## config.mk

```make
export PLATFORM = sky130hd
export DESIGN_NAME = rle_word_packer
export DESIGN_NICKNAME = d
export VERILOG_FILES = /design/src/rtl/rle_word_packer.sv
export SDC_FILE = /design/constraint.sdc
export NUM_CORES = 1
export LEC_CHECK = 0
export BUFFER_PORTS_ARGS = -buffer_cell sky130_fd_sc_hd__buf_4
export CAP_MARGIN = 10
export CORE_MARGIN = 2
export CORE_UTILIZATION = 60
export CTS_BUF_LIST = sky130_fd_sc_hd__clkbuf_4
export DETAILED_ROUTE_END_ITERATION = 12
export GPL_TIMING_DRIVEN = 0
export PLACE_DENSITY = 0.82
export SLEW_MARGIN = 20
export SYNTH_ARGS = -nofsm -noshare
export SYNTH_HDL_FRONTEND = slang
export SYNTH_SLANG_ARGS = --single-unit
```

## constraint.sdc

```tcl
create_clock -name clk -period 4.05 [get_ports clk]
set_input_delay 0.2025 -clock clk [delete_from_list [all_inputs] [get_ports clk]]
set_output_delay 0.2025 -clock clk [all_outputs]
set_load 0.005 [all_outputs]
```

## src/rtl/rle_word_packer.sv

```systemverilog
// Serialises typed fields MSB-first, run-length encodes the bitstream into 32-bit words of
// eight {bit,len[2:0]} nibbles and hands each word to the loader. Optional RLE_PACK_STATS_EN adds counters.
module rle_word_packer #(
   parameter int MAX_RUN = 7,
   parameter int FIELD_W = 16
) (
   input  logic               clk,
   input  logic               rst,
   input  logic               field_valid,
   output logic               field_ready,
   input  logic [FIELD_W-1:0] field_data,
   input  logic [4:0]         field_width,
   input  logic               flush,
   input  logic               load_active,
   output logic [31:0]        data,
   output logic               interrupt,
   output logic               load_process,
   input  logic               done_cpu,
   output logic               busy,
   output logic               error
`ifdef RLE_PACK_STATS_EN
   ,
   output logic [15:0]        words_sent,
   output logic [15:0]        bits_packed
`endif
);

   localparam logic [4:0] FW_C      = 5'(FIELD_W);
   localparam logic [2:0] MAX_RUN_C = 3'(MAX_RUN);

   typedef enum logic [1:0] {
      IDLE     = 2'd0,
      SHIFT    = 2'd1,
      EMIT     = 2'd2,
      WAIT_ACK = 2'd3
   } state_t;

   state_t             state_r, state_s;
   logic [FIELD_W-1:0] sh_r, sh_s;
   logic [4:0]         cnt_r, cnt_s;
   logic               run_open_r, run_open_s;
   logic               cur_bit_r, cur_bit_s;
   logic [2:0]         len_r, len_s;
   logic [31:0]        buf_r, buf_s;
   logic [3:0]         nib_r, nib_s;
   logic               flush_pend_r, flush_pend_s;
   logic [31:0]        data_r, data_s;
   logic               done_prev_r;
   logic               interrupt_r, field_ready_r, busy_r, error_r, load_process_r;
   logic               field_ready_s, busy_s;
   logic               accept_s, bad_w_s, load_ok_s, ack_edge_s, bit_s;

   // Slot 7 is decoded first, so closed nibble number idx lands in slot 7-idx.
   function automatic logic [31:0] put_nibble(input logic [31:0] word, input logic [2:0] idx,
                                              input logic [3:0] nib);
      logic [31:0] res;
      res = word;
      res[{3'd7 - idx, 2'b00} +: 4] = nib;
      return res;
   endfunction

   // Next-state, run builder and flush servicing
   always_comb begin
      state_s      = state_r;
      sh_s         = sh_r;
      cnt_s        = cnt_r;
      run_open_s   = run_open_r;
      cur_bit_s    = cur_bit_r;
      len_s        = len_r;
      buf_s        = buf_r;
      nib_s        = nib_r;
      flush_pend_s = flush_pend_r;
      data_s       = data_r;
      bit_s        = sh_r[FIELD_W-1];
      accept_s     = field_valid && field_ready_r;
      bad_w_s      = accept_s && (field_width > FW_C);
      load_ok_s    = accept_s && (field_width != 5'd0) && (field_width <= FW_C);
      ack_edge_s   = done_cpu && !done_prev_r;

      case (state_r)
         IDLE: begin
            if (load_ok_s) begin
               sh_s    = field_data << (FW_C - field_width);
               cnt_s   = field_width;
               state_s = SHIFT;
            end else if (flush_pend_r) begin
               flush_pend_s = 1'b0;
               if (run_open_r) begin
                  // Unused slots stay 4'h0 from the buffer clear, which is the padding.
                  buf_s      = put_nibble(buf_r, nib_r[2:0], {cur_bit_r, len_r});
                  nib_s      = nib_r + 4'd1;
                  run_open_s = 1'b0;
                  len_s      = 3'd0;
                  state_s    = EMIT;
               end else if (nib_r != 4'd0) begin
                  state_s = EMIT;
               end else begin
                  state_s = IDLE;
               end
            end else begin
               state_s = IDLE;
            end
         end
         SHIFT: begin
            if (load_ok_s) begin
               sh_s  = field_data << (FW_C - field_width);
               cnt_s = field_width;
            end else begin
               sh_s  = sh_r << 1;
               cnt_s = cnt_r - 5'd1;
            end
            if (!run_open_r) begin
               run_open_s = 1'b1;
               cur_bit_s  = bit_s;
               len_s      = 3'd1;
            end else if ((bit_s == cur_bit_r) && (len_r < MAX_RUN_C)) begin
               len_s = len_r + 3'd1;
            end else begin
               buf_s     = put_nibble(buf_r, nib_r[2:0], {cur_bit_r, len_r});
               nib_s     = nib_r + 4'd1;
               cur_bit_s = bit_s;
               len_s     = 3'd1;
            end
            if (nib_s == 4'd8) begin
               state_s = EMIT;
            end else if (cnt_s == 5'd0) begin
               state_s = IDLE;
            end else begin
               state_s = SHIFT;
            end
         end
         EMIT: begin
            data_s  = buf_r;
            state_s = WAIT_ACK;
         end
         WAIT_ACK: begin
            if (ack_edge_s) begin
               buf_s   = 32'h0000_0000;
               nib_s   = 4'd0;
               state_s = (cnt_r != 5'd0) ? SHIFT : IDLE;
            end else begin
               state_s = WAIT_ACK;
            end
         end
         default: begin
            state_s = IDLE;
         end
      endcase

      flush_pend_s  = flush_pend_s | flush;
      field_ready_s = (state_s == IDLE) || ((state_s == SHIFT) && (cnt_s == 5'd1));
      busy_s        = (cnt_s != 5'd0) || run_open_s || (nib_s != 4'd0) || flush_pend_s;
   end

   // State and registered outputs
   always_ff @(posedge clk) begin
      if (rst) begin
         state_r        <= IDLE;
         sh_r           <= '0;
         cnt_r          <= 5'd0;
         run_open_r     <= 1'b0;
         cur_bit_r      <= 1'b0;
         len_r          <= 3'd0;
         buf_r          <= 32'h0000_0000;
         nib_r          <= 4'd0;
         flush_pend_r   <= 1'b0;
         data_r         <= 32'h0000_0000;
         done_prev_r    <= 1'b0;
         interrupt_r    <= 1'b0;
         field_ready_r  <= 1'b0;
         busy_r         <= 1'b0;
         error_r        <= 1'b0;
         load_process_r <= 1'b0;
      end else begin
         state_r        <= state_s;
         sh_r           <= sh_s;
         cnt_r          <= cnt_s;
         run_open_r     <= run_open_s;
         cur_bit_r      <= cur_bit_s;
         len_r          <= len_s;
         buf_r          <= buf_s;
         nib_r          <= nib_s;
         flush_pend_r   <= flush_pend_s;
         data_r         <= data_s;
         done_prev_r    <= done_cpu;
         interrupt_r    <= (state_s == WAIT_ACK);
         field_ready_r  <= field_ready_s;
         busy_r         <= busy_s;
         error_r        <= bad_w_s;
         load_process_r <= load_active;
      end
   end

   assign field_ready  = field_ready_r;
   assign data         = data_r;
   assign interrupt    = interrupt_r;
   assign load_process = load_process_r;
   assign busy         = busy_r;
   assign error        = error_r;

`ifdef RLE_PACK_STATS_EN
   logic [15:0] words_sent_r, bits_packed_r;

   // Activity counters; each SHIFT cycle consumes exactly one bit
   always_ff @(posedge clk) begin
      if (rst) begin
         words_sent_r  <= 16'd0;
         bits_packed_r <= 16'd0;
      end else begin
         if ((state_r == WAIT_ACK) && ack_edge_s) begin
            words_sent_r <= words_sent_r + 16'd1;
         end
         if (state_r == SHIFT) begin
            bits_packed_r <= bits_packed_r + 16'd1;
         end
      end
   end

   assign words_sent  = words_sent_r;
   assign bits_packed = bits_packed_r;
`endif

endmodule

```

==> results of run 1 <==
-- cell usage in the layout (no fill, tap or decap), types with 10 or more instances in the layout --
| cell | synthesis | routed |
|---|---|---|
| nor2_1 | 129 | 129 |
| dfxtp_1 | 103 | 103 |
| buf_4 | 2 | 64 |
| mux2i_1 | 44 | 44 |
| nand2_1 | 37 | 37 |
| a21oi_1 | 36 | 36 |
| clkbuf_1 | 26 | 26 |
| o21ai_0 | 25 | 25 |
| nand3_1 | 23 | 23 |
| a22oi_1 | 22 | 22 |
| nor3_1 | 16 | 16 |
| inv_1 | 14 | 14 |
| o21ai_1 | 14 | 14 |
| ha_1 | 13 | 13 |
| a211oi_1 | 11 | 11 |
| nor2b_1 | 10 | 10 |
-- critical path, cell delays in order --
cell and delay, ps:
buf_4 140, buf_4 180, buf_6 160, inv_1 100, ha_1 220, nor3b_1 290
ha_1 210, and3b_1 170, clkbuf_1 170, o22a_1 340, a222oi_1 410, clkbuf_1 360
o21ai_1 210, a22oi_1 230, nor2_1 60
-- state kept, by name, indices dropped and copies added (netlist names), 2 cells and up --
register	count
data	32
nib_r	4
len_r	3
cnt_r	5
buf_r	32
state_r	2
sh_r	16
-- cells in the mapped netlist, types with 3 or more instances --
cell type,count
nand3_1,23
a22oi_1,22
and3_1,5
a31oi_1,5
mux2i_1,44
inv_1,14
xnor2_1,3
nand2_1,37
mux4_2,6
a21oi_1,36
o22ai_1,4
a221oi_1,5
xor2_1,3
or2_2,3
o21ai_1,14
nor2b_1,10
nor2_1,129
a211oi_1,11
o21ai_0,25
buf_1,4
clkbuf_1,26
nor4_1,4
ha_1,13
and4_1,3
nand2b_1,6
mux2_2,4
nor3_1,16
o211ai_1,4
and2_1,5
dfxtp_1,103
buf_2,7
-- routing by layer --
metal,part of all wire,track usage
met5,0,0
met4,0.016,0.0844
met3,0.063,0.0644
met2,0.46,0.449
met1,0.46,0.401
-- worst paths after layout --
kind                  startpoint         to  cells past startpoint
hold / removal    field_width[4]      error                      3
setup / recovery  field_width[0]  buf_r[31]                     15
hold reg to reg        buf_r[24]  buf_r[24]                      2
setup reg to reg      state_r[1]  buf_r[31]                     10
-- metrics by stage --
| step | setup WS (ps) | area [µm²] | util | power (µW) | hold slack (ps) |
|---|---|---|---|---|---|
| floorplan | 1250 | 5290 | - | 1860 | 293 |
| global placement | 556 | 5890 | 0.682 | 2100 | 413 |
| detailed placement | 558 | 5890 | 0.682 | 2120 | 428 |
| CTS | 1030 | 6050 | 0.700 | 2620 | 5.17 |
| global route | 727 | 6060 | 0.702 | 2790 | 44.4 |
| finish | 942 | 6060 | 0.702 | 2640 | 81.5 |
-- what timing repair did --
action | CTS | global route
hold buffers | 4 | 1
endpoints found under the hold margin | 4 | 1
resized for setup | 0 | 0
-- logic make-up (layout without fill, tap and decap cells) --
logic type / after synthesis / count (layout) / synth area share
and+or+nand+nor: 253 / 253 / 0.222
AOI/OAI and AO/OA: 151 / 151 / 0.184
DFF: 103 / 103 / 0.390
buffers and inverters: 57 / 139 / 0.0464
muxes: 54 / 54 / 0.117
adders and majority gates: 13 / 13 / 0.0308
xor gates and xnor gates: 6 / 6 / 0.00994
-- power by group through the flow --
stage | Clock [µW] | Sequential (µW) | Combinational [µW]
5_1_grt | 551 | 1160 | 1080
6_report | 507 | 1150 | 984
3_3_place_gp | 0 | 1170 | 936
3_5_place_dp | 0 | 1170 | 955
4_1_cts | 504 | 1150 | 962
2_1_floorplan | 0 | 1150 | 709
-- final cells by class --
type / count / area [µm²]
multi-input cells: 477 / 2980
fillers: 736 / 2580
flip-flops and latches: 103 / 2060
repair buffers: 67 / 515
plain buffers: 41 / 185
well taps: 108 / 135
clock buffers: 9 / 67.6
inverters: 16 / 60.1
clock inverters: 6 / 55.1
==> impl_metrics.tcl, run 1 <==
set metrics [dict create \
    first_global_vias 4807 \
    grt-ovfl-total 0 \
    area_growth_pct 14.6 \
    gp_congestion 0.980 \
    synth_flop_cell "dfxtp_1" \
    min_period_ps 3110 \
    cts_root_buf "clkbuf_4" \
    dr.pass1.iters 5 \
    syn_area_per_cell_um2 8.30 \
    tns_ps 0 \
    yosysTopAreaCell "dfxtp_1" \
    core_area_um2 8640 \
    stdcell_count 827 \
    avgViaCountPerCell 6.10 \
    p_per_area_nw_per_um2 436 \
    drt-initial-drc-count 368 \
    worstSetupEndpointType "register" \
    yosys_warnings 0 \
    wl_um 13700 \
    wl_per_cell_um 16.5 \
    combinationalPowerShare 0.372 \
    ant_nets 0 \
    diodes 0 \
    p_clk_frac 0.192 \
    finalCritPeriodShare 0.767 \
    p_leak_uw 0.00231 \
    async_flop_share 0 \
    layout.nets 755 \
    syn_inst 637 \
    crit_required_ps 4400 \
    arrival_ps 3460 \
    hp-class "primary input to register" \
    worstSetupPathType "primary input to register" \
    clock_skew_ps 28.8 \
    clkSinkCount 103 \
    power_frac_seq 0.436 \
    synth_area_leaders "dfxtp_1 39%, nor2_1 9.2%, mux2i_1 8.3%" \
    vias 5045 \
    worstSkewPairLatency_ps 480 \
    drive_above_1_share 0.149 \
    clkTransAtPathRegs_ps 170 \
    ys_seq_area_frac 0.390 \
    synth_edf_count 0 \
    vdd_drop_max_mv 0.344 \
    synthDistinctLibCells 63 \
    drv_slew 0 \
    antenna_found_initial 0 \
    critPathLaunchType "primary input" \
    dp_hpwl_um 10300 \
    cts_tree "yes" \
    ios 64 \
    drc 0 \
    ys_ff_latch 103 \
    setup_viol 0 \
    grt_pass1_wl_um 22800 \
    io_buffers 62 \
    grt_max_degree 19 \
    die_x_um 97.9 \
    rsz0062_at_grt "no" \
    cts_buffer_depth 2 \
    outcome "finished clean" \
    dieArea_um2 9580 \
    chipHeight_um 97.9 \
    initial_core_util 0.612 \
    crit_fanout 10 \
    worst_pin_slew_ps 731 \
    grt_use_total 0.288 \
    maxCapViolCount 0 \
    cts_max_level 3 \
    p_int_uw 1590 \
    syn_nets 677 \
    fmax_mhz 322 \
    power.switching_uw 1050 \
    p_sw_frac 0.399 \
    dpl.cell_count 807 \
    fp-row-count 34 \
    netlist_area_um2 5290 \
    cts_setup_buffers 0 \
    r2r_setup_slack_ps 1190 \
    synth_top_area_frac 0.390 \
    max_slew_margin 0.509 \
    hold_viol 0 \
    cts_buffers 9 \
]
(Power assumes the default switching activity.)
==> run 2: changes to the inputs <==
Clock period 4.05 ns to 3.1 ns, I/O delays scaled along.
==> run 2 against run 1 <==
Compared with the run above:
- core utilization up 0.22 points
- first-iteration DRC count down 16%
- routed wire length unchanged
- worst setup slack worse by 790 ps
- non-clock buffer count up 1
- critical path depth unchanged
- sequential share of layout area down 0.11 points
- critical endpoint is now buf_r[22]
- critical path type unchanged
- largest cell class unchanged
- count of clock-buffer cells in the layout unchanged
- clock skew down 6.1 ps
- sequential power up 30%
- flip-flop and latch count unchanged
==> impl_metrics.tcl, run 2 (synthesis results as in run 1) <==
set metrics [dict create \
    outcome "finished clean" \
    place_area_um2 5890 \
    clkSinkCount 103 \
    io_buffers 62 \
    drt-initial-drc-count 309 \
    utilization 0.704 \
    ios 64 \
    vias 5064 \
    initial_core_util 0.612 \
    dp_hpwl_um 10300 \
    first_global_vias 4810 \
    cts_tree "yes" \
    worst_pin_slew_ps 722 \
    worstSkewPairLatency_ps 460 \
    cp_top_family "buffers and inverters" \
    hp-class "primary input to register" \
    critPathLaunchType "primary input" \
    rsz0062_at_grt "no" \
    diodes 0 \
    avgViaCountPerCell 6.12 \
    dp_slack_ps -345 \
    cts_root_buf "clkbuf_4" \
    grt_pass1_wl_um 22900 \
    wl_um 13700 \
    worstSetupPathType "primary input to register" \
    hold_viol 0 \
    clock_skew_ps 22.8 \
    final_cell_mix "129 x nor2_1, 103 x dfxtp_1, 64 x buf_4, 44 x mux2i_1, 37 x nand2_1" \
    antenna_found_initial 0 \
    wl_per_cell_um 16.5 \
    drc 0 \
    fp-row-count 34 \
    area_growth_pct 15.0 \
    cts_buffer_depth 2 \
    tns_ps 0 \
    dr.pass1.iters 7 \
    power_uw 3450 \
    worstSetupEndpointType "register" \
    r2r_start "state_r[1]" \
    grt_max_degree 19 \
    maxCapViolCount 0 \
    drive_above_1_share 0.151 \
    ant_nets 0 \
    setup_ws_ps 155 \
    critPathSlowestCell "a222oi_1" \
    critPathMaxStageDelay_ps 490 \
    min_period_ps 2950 \
    layout.nets 756 \
    gp_congestion 0.980 \
    drv_slew 0 \
    cts_buffers 9 \
    cp_num_buf_inv 6 \
    max_slew_margin 0.515 \
    p_per_area_nw_per_um2 568 \
    startpoint "field_width[0]" \
    min_from "field_width[2]" \
    dieArea_um2 9580 \
    crit_chain "buf_4 -> buf_4 -> buf_6 -> inv_1 -> ha_1 -> nor3b_2 -> ha_1 -> and3b_1 -> clkbuf_1 -> o22a_1 -> a222oi_1 -> clkbuf_2 -> and2_1 -> a22oi_1 -> nor2_1" \
    setup_viol 0 \
    finish.instance_area_um2 6080 \
    core_area_um2 8640 \
    grt-ovfl-total 0 \
    clkTransAtPathRegs_ps 170 \
    final_common_cell "nor2_1" \
    crit_fanout 10 \
    p_leak_uw 0.00232 \
    die_x_um 97.9 \
    fmax_mhz 340 \
    grt_use_total 0.288 \
    vdd_drop_max_mv 0.448 \
    finalCritPeriodShare 0.950 \
    cts_max_level 3 \
    crit_required_ps 3510 \
    chipHeight_um 97.9 \
    arrival_ps 3350 \
]
-- run 2: cell types whose count changed in the layout (fill, tap and decap cells not counted), sizes merged --
cell	change
clkbuf	+1
buf	-1
dlygate4sd3	+1
-- run 2: through the flow --
step | hold WS, ps | instances
global placement | 365 | 807
CTS | 25.9 | 827
floorplan | 245 | 637
global route | 175 | 828
detailed placement | 381 | 807
finish | 161 | 828
-- run 2: per-layer routing --
metal	global-route usage	up-vias	part of all wire
met4	0.0844	0	0.015
met3	0.0644	21	0.062
li1	-	2444	-
met2	0.450	205	0.46
met5	0	-	0
met1	0.402	2394	0.46
-- run 2: worst paths after layout --
| kind | depth (start not counted) | slack (ps) | end |
|---|---|---|---|
| setup / recovery | 15 | 150 | buf_r[22] |
| hold / removal | 5 | 160 | cnt_r[2] |
| setup reg to reg | 10 | 300 | buf_r[22] |
| hold reg to reg | 2 | 470 | sh_r[4] |
-- run 2: area by class of cell --
| class | count | area, µm² |
|---|---|---|
| Timing Repair Buffer | 68 | 526 |
| Clock buffer | 9 | 67.6 |
| Fill cell | 735 | 2560 |
| Sequential cell | 103 | 2060 |
| Clock inverter | 6 | 55.1 |
| Inverter | 16 | 60.1 |
| Buffer | 41 | 189 |
| Multi-Input combinational cell | 477 | 2980 |
| Tap cell | 108 | 135 |
-- run 2: tightest hold or removal path: cells and delay by family --
kind                   cells  cell delay, ps
AO/OA/AOI/OAI              2             200
AND/OR/NAND/NOR            2             130
buffers and inverters      1             110
-- run 2: report_power, final --
part	internal (µW)	total [µW]	switching (µW)
clock network	175	659	484
logic	480	1290	811
registers	1430	1500	77.0
total	2080	3450	1370
-- run 2: repair_timing --
item | CTS | global route
setup buffers | 0 | 0
hold buffers | 5 | 1
hold endpoints to repair | 6 | 1
setup endpoints to repair | 0 | 31
gates resized for setup | 0 | 4
==> run 3: changes to the inputs <==
Settings changed: CORE_UTILIZATION 60 to 53, PLACE_DENSITY 0.82 to 0.74.
==> run 3 against run 2 <==
Compared with the run above:
- total power barely moved
- worst hold slack improved by 28 ps
- combinational power barely moved
- clock power rose by 0.6%
- register-to-register slack improved by 130 ps
- critical path type unchanged
- largest cell class unchanged
- largest power group unchanged
- highest routed layer unchanged
==> impl_metrics.tcl, run 3 (synthesis results as in run 1) <==
set metrics [dict create \
    clkTransAtPathRegs_ps 180 \
    drive_above_1_share 0.150 \
    outcome "finished clean" \
    die_x_um 104 \
    worstSetupPathType "primary input to register" \
    p_leak_uw 0.00233 \
    antenna_found_initial 0 \
    diodes 0 \
    hold_viol 0 \
    dieArea_um2 10800 \
    max_slew_margin 0.489 \
    cts_max_level 3 \
    global_route.usage.met3 0.0533 \
    grt_use_total 0.251 \
    cts_buffers 9 \
    dp_slack_ps -370 \
    maxCapViolCount 0 \
    final_common_cell "nor2_1" \
    vias 5016 \
    worst_pin_slew_ps 761 \
    worstSetupEndpointType "register" \
    io_buffers 62 \
    p_per_area_nw_per_um2 565 \
    dr.pass1.iters 5 \
    fmax_mhz 344 \
    avgViaCountPerCell 5.88 \
    critPathMaxStageDelay_ps 390 \
    power_uw 3450 \
    hp-class "primary input to register" \
    final_cell_mix "129 x nor2_1, 103 x dfxtp_1, 65 x buf_4, 44 x mux2i_1, 37 x nand2_1" \
    arrival_ps 3240 \
    crit_required_ps 3440 \
    grt_use_met1 0.359 \
    chipHeight_um 104 \
    cts_root_buf "clkbuf_4" \
    clock_skew_ps 20.2 \
    ios 64 \
    grt_pass1_wl_um 22400 \
    area_growth_pct 15.6 \
    grt_max_degree 19 \
    grt-busiest-layer "met2" \
    finalCritPeriodShare 0.938 \
    drt-initial-drc-count 353 \
    grt-ovfl-total 0 \
    min_period_ps 2910 \
    core_area_um2 9730 \
    place_area_um2 5920 \
    layout.nets 756 \
    fp-row-count 36 \
    dpl.cell_count 832 \
    drv_slew 0 \
    clkSinkCount 103 \
    drc 0 \
    dp_hpwl_um 9930 \
    gp_congestion 0.894 \
    cts_tree "yes" \
    wl_um 13500 \
    rsz0062_at_grt "no" \
    crit_fanout 10 \
    stdcell_count 853 \
    crit_chain "buf_4 -> buf_4 -> buf_6 -> inv_1 -> ha_1 -> nor3b_1 -> ha_1 -> and3b_1 -> clkbuf_1 -> o22a_1 -> a222oi_1 -> clkbuf_4 -> o21ai_0 -> nand2_1 -> a21oi_1" \
    critPathLaunchType "primary input" \
    first_global_vias 4540 \
    cts_setup_buffers 0 \
    cts_buffer_depth 2 \
    finish.instance_area_um2 6110 \
    initial_core_util 0.543 \
    setup_ws_ps 193 \
    ant_nets 0 \
    worstSkewPairLatency_ps 460 \
    vdd_drop_max_mv 0.390 \
    setup_viol 0 \
    wl_per_cell_um 15.8 \
    grt_use_met2 0.388 \
    critPathSlowestCell "a222oi_1" \
]
run 3: path summary, 6_finish.rpt:
| check | startpoint | end | slack (ps) | cells past startpoint |
|---|---|---|---|---|
| setup / recovery | field_width[0] | buf_r[24] | 190 | 15 |
| setup reg to reg | nib_r[0] | buf_r[24] | 430 | 10 |
| hold reg to reg | sh_r[4] | sh_r[4] | 470 | 2 |
| hold / removal | field_width[2] | cnt_r[2] | 190 | 5 |
run 3: timing repair:
action	CTS	global route
gates resized for setup	0	5
endpoints found under the setup margin	0	24
hold buffers	6	0
hold endpoints to repair	6	0
run 3: final cells by class:
| type | count | area [µm²] |
|---|---|---|
| multi-input combinational | 477 | 2980 |
| fill | 875 | 3620 |
| buffer | 41 | 191 |
| timing repair buffer | 68 | 526 |
| sequential | 103 | 2060 |
| inverter | 16 | 60.1 |
| tap | 133 | 166 |
| clock buffer | 9 | 67.6 |
| clock inverter | 6 | 56.3 |
run 3: power by group:
part	switching, µW	internal [µW]	total [µW]	leakage [µW]
clock network	487	177	663	0.0000660
logic	804	484	1290	0.00143
registers	75.0	1430	1500	0.000833
total	1370	2090	3450	0.00233
run 3: worst max-delay path: cells and delay by family:
kind	cells	cell delay (ps)
compound gates	4	1010
simple gates	3	590
buf+inv	6	1040
fa+ha+maj	2	440
run 3: per-stage QoR:
stage / utilization / hold slack (ps) / TNS (ps)
4_1_cts: 0.627 / 166 / 0
6_report: 0.628 / 188 / 0
5_1_grt: 0.628 / 176 / 0
3_3_place_gp: 0.608 / 366 / -8440
2_1_floorplan: - / 245 / 0
3_5_place_dp: 0.608 / 376 / -9700
run 3: routing by layer:
layer  up-vias  part of all wire
li1       2436                 -
met4         0             0.013
met1      2341              0.46
met5         -                 0
met3        21             0.075
met2       218              0.45
